## src/rtl/corr_scan_ctrl.sv

```systemverilog
// corr_scan_ctrl: round-robin service scheduler for NCH correlator channels
// sharing one register bus. Pending channels are read out (Cnt/Low/High),
// their Status is cleared, and results are queued in a small FIFO. Host
// accesses are slotted in between service sequences.
module corr_scan_ctrl #(
    parameter int          NCH        = 4,
    parameter int          FIFO_DEPTH = 4,
    parameter logic [15:0] A_CNT      = 16'h0740,
    parameter logic [15:0] A_LOW      = 16'h0744,
    parameter logic [15:0] A_HIGH     = 16'h0748,
    parameter logic [15:0] A_STS      = 16'h074c,
    localparam int         CHW        = $clog2(NCH)
) (
    input  logic            clk,
    input  logic            rst,
    input  logic            scan_en,
    input  logic [NCH-1:0]  cseen,
    output logic [NCH-1:0]  ch_en,
    output logic [31:0]     bus_addr,
    output logic [31:0]     bus_wdata,
    output logic            bus_write,
    output logic            bus_read,
    input  logic [31:0]     bus_rdata,
    input  logic            host_req,
    input  logic [CHW-1:0]  host_ch,
    input  logic [31:0]     host_addr,
    input  logic [31:0]     host_wdata,
    input  logic            host_wr,
    output logic            host_gnt,
    output logic [31:0]     host_rdata,
    output logic            res_valid,
    input  logic            res_ready,
    output logic [CHW-1:0]  res_chan,
    output logic [31:0]     res_cnt,
    output logic [63:0]     res_corr,
    output logic            busy
);
    localparam int             AW    = $clog2(FIFO_DEPTH);
    localparam int             LASTI = NCH - 1;
    localparam logic [CHW-1:0] LAST  = LASTI[CHW-1:0];
    localparam logic [NCH-1:0] ONE   = {{(NCH-1){1'b0}}, 1'b1};

    localparam logic [2:0] S_IDLE = 3'd0;
    localparam logic [2:0] S_HOST = 3'd1;
    localparam logic [2:0] S_CNT  = 3'd2;
    localparam logic [2:0] S_LOW  = 3'd3;
    localparam logic [2:0] S_HIGH = 3'd4;
    localparam logic [2:0] S_CLR  = 3'd5;

    typedef struct packed {
        logic [CHW-1:0] chan;
        logic [31:0]    cnt;
        logic [63:0]    corr;
    } ent_t;

    logic [2:0]     state, state_nxt;
    logic [CHW-1:0] rr_ptr, chan, winner, idx;
    logic           win_vld;
    logic [CHW-1:0] hold_ch;
    logic [1:0]     hold_cnt;
    logic [NCH-1:0] holdoff, elig;
    logic [31:0]    cnt_r, low_r, high_r;
    logic [AW:0]    wr_ptr, rd_ptr;
    logic           fifo_full, push, pop;
    ent_t           fifo_mem [FIFO_DEPTH];

    // A just-serviced channel is masked briefly so its cseen can fall after the Status clear
    assign holdoff = (hold_cnt != 2'd0) ? (ONE << hold_ch) : '0;
    assign elig    = cseen & ~holdoff;
    assign busy    = (state != S_IDLE);

    // Round-robin pick: first eligible channel at or after rr_ptr, wrapping at NCH
    always_comb begin
        winner  = '0;
        win_vld = 1'b0;
        idx     = rr_ptr;
        for (int i = 0; i < NCH; i++) begin
            if (!win_vld && elig[idx]) begin
                winner  = idx;
                win_vld = 1'b1;
            end
            idx = (idx == LAST) ? '0 : idx + 1'b1;
        end
    end

    // Next state: host has priority in IDLE; a sequence only starts if its result has room
    always_comb begin
        state_nxt = S_IDLE;
        case (state)
            S_IDLE: begin
                if (host_req)                              state_nxt = S_HOST;
                else if (scan_en && win_vld && !fifo_full) state_nxt = S_CNT;
            end
            S_CNT:   state_nxt = S_LOW;
            S_LOW:   state_nxt = S_HIGH;
            S_HIGH:  state_nxt = S_CLR;
            default: state_nxt = S_IDLE;
        endcase
    end

    // Bus drive decoded from state; everything idles low outside an access
    always_comb begin
        ch_en     = '0;
        bus_addr  = '0;
        bus_wdata = '0;
        bus_write = 1'b0;
        bus_read  = 1'b0;
        host_gnt  = 1'b0;
        case (state)
            S_HOST: begin
                ch_en     = ONE << host_ch;
                bus_addr  = host_addr;
                bus_wdata = host_wr ? host_wdata : '0;
                bus_write = host_wr;
                bus_read  = ~host_wr;
                host_gnt  = 1'b1;
            end
            S_CNT:  begin ch_en = ONE << chan; bus_addr = {16'h0, A_CNT};  bus_read  = 1'b1; end
            S_LOW:  begin ch_en = ONE << chan; bus_addr = {16'h0, A_LOW};  bus_read  = 1'b1; end
            S_HIGH: begin ch_en = ONE << chan; bus_addr = {16'h0, A_HIGH}; bus_read  = 1'b1; end
            S_CLR:  begin ch_en = ONE << chan; bus_addr = {16'h0, A_STS};  bus_write = 1'b1; end
            default: ;
        endcase
    end

    // FSM, winner latch, result capture, rr advance and holdoff countdown
    always_ff @(posedge clk or posedge rst) begin
        if (rst) begin
            state      <= S_IDLE;
            chan       <= '0;
            rr_ptr     <= '0;
            hold_ch    <= '0;
            hold_cnt   <= 2'd0;
            cnt_r      <= '0;
            low_r      <= '0;
            high_r     <= '0;
            host_rdata <= '0;
        end else begin
            state <= state_nxt;
            if (state == S_IDLE && state_nxt == S_CNT) chan <= winner;
            if (state == S_CNT)  cnt_r  <= bus_rdata;
            if (state == S_LOW)  low_r  <= bus_rdata;
            if (state == S_HIGH) high_r <= bus_rdata;
            if (state == S_HOST && !host_wr) host_rdata <= bus_rdata;
            if (state == S_CLR) begin
                rr_ptr   <= (chan == LAST) ? '0 : chan + 1'b1;
                hold_ch  <= chan;
                hold_cnt <= 2'd2;
            end else if (hold_cnt != 2'd0) begin
                hold_cnt <= hold_cnt - 2'd1;
            end
        end
    end

    assign push      = (state == S_CLR);
    assign pop       = res_valid && res_ready;
    assign res_valid = (wr_ptr != rd_ptr);
    assign fifo_full = (wr_ptr[AW] != rd_ptr[AW]) && (wr_ptr[AW-1:0] == rd_ptr[AW-1:0]);
    assign res_chan  = fifo_mem[rd_ptr[AW-1:0]].chan;
    assign res_cnt   = fifo_mem[rd_ptr[AW-1:0]].cnt;
    assign res_corr  = fifo_mem[rd_ptr[AW-1:0]].corr;

    // Result FIFO; push lands at the end of the Status-clear cycle
    always_ff @(posedge clk or posedge rst) begin
        if (rst) begin
            wr_ptr <= '0;
            rd_ptr <= '0;
            for (int i = 0; i < FIFO_DEPTH; i++) fifo_mem[i] <= '0;
        end else begin
            if (push) begin
                fifo_mem[wr_ptr[AW-1:0]] <= '{chan: chan, cnt: cnt_r, corr: {high_r, low_r}};
                wr_ptr <= wr_ptr + 1'b1;
            end
            if (pop) rd_ptr <= rd_ptr + 1'b1;
        end
    end

endmodule

```

## config.mk

```make
export PLATFORM = sky130hd
export DESIGN_NAME = corr_scan_ctrl
export DESIGN_NICKNAME = d
export VERILOG_FILES = /design/src/rtl/corr_scan_ctrl.sv
export SDC_FILE = /design/constraint.sdc
export NUM_CORES = 1
export LEC_CHECK = 0
export ABC_AREA = 1
export CAP_MARGIN = 40
export CORE_UTILIZATION = 55
export DETAILED_ROUTE_END_ITERATION = 8
export PLACE_DENSITY = 0.89
export SYNTH_ARGS = -nofsm -noshare
export SYNTH_HDL_FRONTEND = slang
export SYNTH_SLANG_ARGS = --single-unit
```

## constraint.sdc

```tcl
create_clock -name clk -period 23.9 [get_ports clk]
set_input_delay 3.585 -clock clk [delete_from_list [all_inputs] [get_ports clk]]
set_output_delay 3.585 -clock clk [all_outputs]
set_load 0.01 [all_outputs]
```

==> results of run 1 <==
[worst register-to-register path, delay by kind of cell, from the launching register on]
family / cells / cell delay [ps]
and+or+nand+nor: 4 / 1440
buffers and inverters: 3 / 910
DFF: 1 / 410
AOI/OAI and AO/OA: 1 / 120
[per-layer routing]
layer | part of all wire, % | up-vias | global-route usage (%)
li1 | - | 9196 | -
met1 | 36 | 10100 | 42.8
met2 | 47 | 1227 | 53.3
met3 | 9.7 | 244 | 7.28
met4 | 7.0 | 4 | 22.3
met5 | 0.036 | - | 0
[kinds of logic after synthesis]
group,after synthesis
AO/OA/AOI/OAI,829
XOR/XNOR,6
adder cells (fa/ha/maj),8
buffers and inverters,375
flip-flops,537
AND/OR/NAND/NOR,930
[power by group through the flow]
stage | clock (mW) | sequential, mW | combinational [mW]
5_1_grt | 0.901 | 1.64 | 2.05
3_3_place_gp | 0 | 1.57 | 1.75
2_1_floorplan | 0 | 1.52 | 1.06
3_5_place_dp | 0 | 1.60 | 1.83
4_1_cts | 0.863 | 1.59 | 1.86
6_report | 0.862 | 1.60 | 1.88
[per-stage QoR]
stage | setup slack [ps] | utilization, %
floorplan | 5310 | -
global placement | 14530 | 63.7
detailed placement | 14560 | 64.1
CTS | 14550 | 68.6
global route | 14420 | 68.6
finish | 14540 | 68.6
[final timing paths]
path                                             end  slack, ps  cells after the start
max in group asynchronous  fifo_mem[327]$_DFFE_PP0P_      18110                      5
max reg2reg                 fifo_mem[68]$_DFFE_PP0P_      20900                      8
min reg2reg                fifo_mem[292]$_DFFE_PP0P_        480                      2
max                                         bus_read      14540                      7
min                        fifo_mem[292]$_DFFE_PP0P_        480                      2
min in group asynchronous   fifo_mem[85]$_DFFE_PP0P_       3580                      2
[final cells by class]
class                      instances  area, sq um  area share, %
clock buffer                      78         1550           5.49
antenna                            3         7.51         0.0266
inverter                         188          718           2.55
tap                              532          666           2.36
timing repair buffer             336         3420           12.1
clock inverter                    19          267          0.945
sequential                       537        13400           47.7
multi-input combinational       1773         8130           28.8
[placed cells by master, fill, tap and decap left out, types with 7 or more instances in the layout]
| master | synthesis | routed |
|---|---|---|
| clkbuf_8 | 0 | 15 |
| inv_2 | 6 | 7 |
| clkdlybuf4s50_1 | 0 | 310 |
| dfrtp_1 | 537 | 535 |
| clkbuf_16 | 0 | 52 |
| o22ai_1 | 99 | 99 |
| o21ai_0 | 511 | 511 |
| ha_1 | 8 | 8 |
| clkbuf_1 | 90 | 11 |
| nor2_1 | 274 | 273 |
| inv_1 | 180 | 179 |
| buf_4 | 7 | 19 |
| nand2_1 | 609 | 607 |
| nand3_1 | 25 | 25 |
| clkinv_2 | 0 | 10 |
| o21ai_1 | 213 | 213 |
[flip-flops by register name, indices dropped and copies added, names as in the netlist]
name and flops:
fifo_mem 392, cnt_r 32, high_r 32, host_rdata 32, low_r 32, rd_ptr 3
state 3, wr_ptr 3, chan 2, hold_ch 2, hold_cnt 2, rr_ptr 2
==> key figures, run 1 <==
Place
  • Dpl cells: 3366
  • HPWL after DPL: 45200 microns
  • Placed standard-cell area: 26400 sq um
  • Final Wtd Congestion: 0.911
  • PortBufs: 310

Global route
  • Antenna violations before repair: 5
  • First-pass GRT wire length: 111000 microns
  • Number of global-route vias before repair: 20.1k
  • Total Routing Usage GR: 34.0%
  • Grt ovf: 0
  • Largest net degree at the start of global routing: 132

Yosys
  • Synth Area in Compound Gates: 18.6%
  • Mux contribution to synthesized area: 0%
  • Post-synthesis simple-gate area fraction: 15.7%
  • Adder-Cell Fraction of Synth Area: 0.434%
  • Most numerous cell in the Yosys netlist: nand2_1
  • Syn Area/Cell: 8.58 sq um
  • Syn nets: 2801
  • Main combinational cell family by area after synthesis: compound AO/OA/AOI/OAI gates
  • Mapped Area: 23000 sq um
  • Register bit total from synthesis: 537
  • Post-synth EDFFs: 0
  • Cell taking the most area after synthesis: dfrtp_1
  • Top cells by count, synth: nand2_1 (609), dfrtp_1 (537), o21ai_0 (511)
  • Synth Area in XOR/XNOR: 0.228%
  • Ys Warns: 0
  • Top post-synthesis cells by area: dfrtp_1 (58%), o21ai_0 (11%), nand2_1 (9.9%)
  • Cells after Synth: 2685
  • Netlist cell types: 28
  • Ys async rst share: 100%
  • Most used DFF post-synth: dfrtp_1
  • Synth top area share: 58.3%
  • Sequential element share of the synthesized area: 58.3%

Setup path
  • Critical path launch point: host_wr
  • WP data arrival: 5770 ps
  • WS Path Type: in -> out
  • WP data required: 20320 ps
  • Worst setup SP type: input pin
  • CP max stage delay: 530 ps
  • Reg-to-reg startpoint: state[0]$_DFF_PP0_
  • Crit end category: primary output
  • CP cell instances: clkdlybuf4s50_1 > buf_4 > nor2_1 > nand2_2 > buf_4 > nand3_1 > clkdlybuf4s50_1
  • Critical Path Slowest Stage Cell: clkdlybuf4s50_1
  • Worst path top cell family by delay: buffers and inverters
  • CP Buf/Inv Count: 4
  • Worst-path maximum fanout: 65

Clock network
  • Num CTS Buffers: 52
  • Clock Sinks: 537
  • # resized after CTS: 0
  • Clock buffer depth: 3
  • CTS tree: yes
  • Post-CTS setup repair buffer count: 0
  • Root buffer cell: clkbuf_16
  • Hold buffers post-CTS: 0
  • Clk_lat worst skew: 600 ps
  • Worst-path clk slew: 60 ps
  • H-Tree Depth: 2

Timing
  • Final Hold Fails: 0
  • Final Critical Period: 9360 ps
  • Slew Viols, Final: 0
  • Hold slack: 485 ps
  • Slew margin rel.: 34.3%
  • Achievable Freq: 107 MHz
  • Final setup fails: 0
  • Final period util: 39.2%
  • Worst-margin pin slew: 986 ps
  • Final setup TNS: 0 ps
  • Setup repair after global routing missed its margin: no
  • Worst Skew: 41.7 ps

Cells and area
  • Fill count: 2933
  • Final instance area: 28200 sq um
  • Nets: 3004
  • Area grow syn2layout: 22.4%
  • Share of post-route cells with drive strength above 1: 4.91%
  • Finished Layout Cells: 3466

Power and ir drop
  • Leakage: 13.1 nW
  • Final Total Pwr: 4.34 mW
  • Clock share of power: 19.8%
  • Pwr per Cell Area: 154 nW/um^2
  • Reg power frac: 36.9%
  • Combinational power share: 43.3%
  • Int Pwr: 2.60 mW
  • Sw Share: 40.2%
  • Worst vdd ir: 0.109 mV
  • NetSw: 1.75 mW

Hold path
  • Hold Path Origin: fifo_mem[292]$_DFFE_PP0P_
  • Hold WC Path Type: reg -> reg

Routing
  • Drt wl/cell: 20.9 microns
  • Vias: 20.8k
  • Via density: 5.99
  • Drt pass-1 iters: 9
  • Remaining DRCs: 20
  • Post-Route WL: 72400 microns
  • Number of routed nets with antenna violations: 0
  • DR iter-0 viols: 2318

Floorplan
  • Row cnt: 74
  • Die Wd: 207 microns
  • Initial Utilization: 56.1%
  • # IOs: 311
  • DIE AREA: 42700 sq um
  • CORE AREA: 41100 sq um
  • Die Y: 207 microns

Flow run
  • Max_cap viols: 0

Run status
  • Status: finished, violations left
  • Failing checks: DRC
Power figures use the tool's default switching activity.
==> run 2: changes to the inputs <==
Settings changed: CORE_UTILIZATION 55 to 50, PLACE_DENSITY 0.89 to 0.86.
Clock period 23.9 ns to 8.1 ns, I/O delays scaled along.
==> key figures, run 2 (synthesis gave the netlist of run 1 again) <==
Cells and area
  • Share of post-route cells with drive strength above 1: 4.79% (-0.13 points)
  • Nets: 3002 (-0.067%)
  • Most frequent cells in the layout: nand2_1 (607), dfrtp_1 (535), o21ai_0 (511)
  • Area grow syn2layout: 22.4% (about the same)
  • Commonest non-fill, non-tap cell in the layout: nand2_1
  • Largest register by flop count: fifo_mem
  • Largest register FFs: 392 (unchanged)
  • Finished Layout Cells: 3527 (+1.8%)
  • Final instance area: 28200 sq um (about the same)

Setup path
  • Reg-to-reg startpoint: state[1]$_DFF_PP0_
  • Reg2reg end: fifo_mem[49]$_DFFE_PP0P_
  • CP max stage delay: 880 ps (+350 ps)
  • Crit end category: primary output
  • Flop2flop setup slack: 5400 ps (-15500 ps)
  • Worst-path maximum fanout: 88 (+35%)
  • WP data required: 6880 ps (-13440 ps)
  • Worst setup SP type: register
  • WS Path Type: reg -> out
  • CP cell instances: buf_4 > buf_4 > o21ai_0 > o22ai_1 > clkdlybuf4s50_1
  • WP data arrival: 4120 ps (-1650 ps)
  • Most used cell, CP: buf_4
  • CP Buf/Inv Count: 3 (-1)
  • Worst Setup EP: res_corr[62]
  • Number of stages on the worst setup path: 5 (-2)
  • Worst-case reg-to-reg path depth: 8 (unchanged)
  • Critical path launch point: rd_ptr[0]$_DFFE_PP0P_
  • Worst path top cell family by delay: buffers and inverters
  • Critical Path Slowest Stage Cell: buf_4

Timing
  • Worst-margin pin slew: 1050 ps (+67.8 ps)
  • Final period util: 65.9%
  • Final setup TNS: 0 ps (unchanged)
  • Final Critical Period: 5340 ps
  • Worst Skew: 24.7 ps (-17.0 ps)
  • Slew Viols, Final: 0 (unchanged)
  • Slew margin rel.: 29.8% (-4.5 points)
  • Final Hold Fails: 0 (unchanged)
  • Achievable Freq: 187 MHz
  • Setup repair after global routing missed its margin: no
  • Final worst slack: 2760 ps (-11780 ps)
  • Final setup fails: 0 (unchanged)

Routing
  • Drt wl/cell: 20.2 microns (-3.3%)
  • Remaining DRCs: 0 (-100%)
  • Post-Route WL: 71200 microns (-1.6%)
  • Drt pass-1 iters: 8 (-1)
  • DR iter-0 viols: 2083 (-10%)
  • Via density: 5.76 (-3.8%)
  • Number of routed nets with antenna violations: 0 (unchanged)
  • Vias: 20.3k (-2.1%)

Clock network
  • Root buffer cell: clkbuf_16
  • Num CTS Buffers: 51 (-1.9%)
  • # resized after CTS: 0 (unchanged)
  • Clk_lat worst skew: 610 ps (about the same)
  • Clock Sinks: 537 (unchanged)
  • CTS tree: yes
  • Post-CTS setup repair buffer count: 0 (unchanged)
  • Clock buffer depth: 3 (unchanged)
  • Hold buffers post-CTS: 0 (unchanged)
  • Worst-path clk slew: 60 ps (about the same)
  • H-Tree Depth: 2 (unchanged)

Power and ir drop
  • Pwr per Cell Area: 449 nW/um^2 (+190%)
  • Worst vdd ir: 0.274 mV (+150%)
  • Leakage: 13.1 nW (-0.28%)
  • Final Total Pwr: 12.7 mW (+190%)

Floorplan
  • Die Wd: 217 microns (+4.8%)
  • CORE AREA: 45400 sq um (+10%)
  • DIE AREA: 47000 sq um (+9.9%)
  • Row cnt: 78 (+5.4%)
  • Initial Utilization: 50.8% (-5.3 points)
  • # IOs: 311 (unchanged)
  • Die Y: 217 microns (+4.8%)

Flow run
  • Max_cap viols: 0 (unchanged)

Global route
  • Largest net degree at the start of global routing: 186 (+41%)
  • Number of global-route vias before repair: 20.2k (+0.38%)
  • Total Routing Usage GR: 30.4% (-3.6 points)
  • Antenna violations before repair: 6 (+1)
  • First-pass GRT wire length: 111000 microns (-0.15%)
  • Grt ovf: 0 (unchanged)

Place
  • HPWL after DPL: 45500 microns (+0.87%)
  • Final Wtd Congestion: 0.936 (+2.7%)
  • Placed standard-cell area: 26400 sq um (+0.27%)
  • PortBufs: 310 (unchanged)
  • Dpl cells: 3433 (+2.0%)
  • Post-place setup slack: 3470 ps (-11090 ps)

Run status
  • Status: finished clean

Hold path
  • Hold WC Path Type: reg -> reg
## run 2: cell type report
class / instances / area, sq um
Antenna cell: 2 / 5.00
Multi-Input combinational cell: 1773 / 8130
Fill cell: 3676 / 17200
Timing Repair Buffer: 335 / 3410
Tap cell: 600 / 751
Sequential cell: 537 / 13400
Inverter: 188 / 714
Clock buffer: 69 / 1450
Clock inverter: 23 / 310
## run 2: worst register-to-register path, delay by kind of cell (launching register included)
family	cells	cell delay, ps
compound gates	1	110
buf+inv	3	940
flops	1	450
simple gates	4	1090
## run 2: per-layer routing
metal  share of wire [%]  global-route usage (%)  vias to the layer above
met5               0.063                       0                        -
li1                    -                       -                     9177
met4                 5.4                    17.5                        6
met2                  48                    49.8                     1154
met3                 8.9                    5.77                      185
met1                  38                    37.8                     9805
## run 2: report_power, final
| part | switching (mW) | total (mW) | internal (mW) |
|---|---|---|---|
| Clock | 1.03 | 2.51 | 1.47 |
| Sequential | 0.808 | 4.74 | 3.94 |
| Combinational | 3.19 | 5.42 | 2.23 |
| Total | 5.03 | 12.7 | 7.64 |
## run 2: worst min path at each step
stage | startpoint | end | cells after the start
2_1_floorplan | fifo_mem[100]$_DFFE_PP0P_ | fifo_mem[100]$_DFFE_PP0P_ | 2
3_3_place_gp | fifo_mem[98]$_DFFE_PP0P_ | fifo_mem[98]$_DFFE_PP0P_ | 2
3_5_place_dp | fifo_mem[100]$_DFFE_PP0P_ | fifo_mem[100]$_DFFE_PP0P_ | 2
4_1_cts | fifo_mem[100]$_DFFE_PP0P_ | fifo_mem[100]$_DFFE_PP0P_ | 2
5_1_grt | fifo_mem[291]$_DFFE_PP0P_ | fifo_mem[291]$_DFFE_PP0P_ | 2
6_report | fifo_mem[108]$_DFFE_PP0P_ | fifo_mem[108]$_DFFE_PP0P_ | 2
## run 2: stage by stage
| step | hold slack (ps) | utilization, % |
|---|---|---|
| global placement | 459 | 58.0 |
| detailed placement | 468 | 58.3 |
| finish | 481 | 62.1 |
| CTS | 482 | 62.1 |
| global route | 497 | 62.1 |
| floorplan | 448 | - |
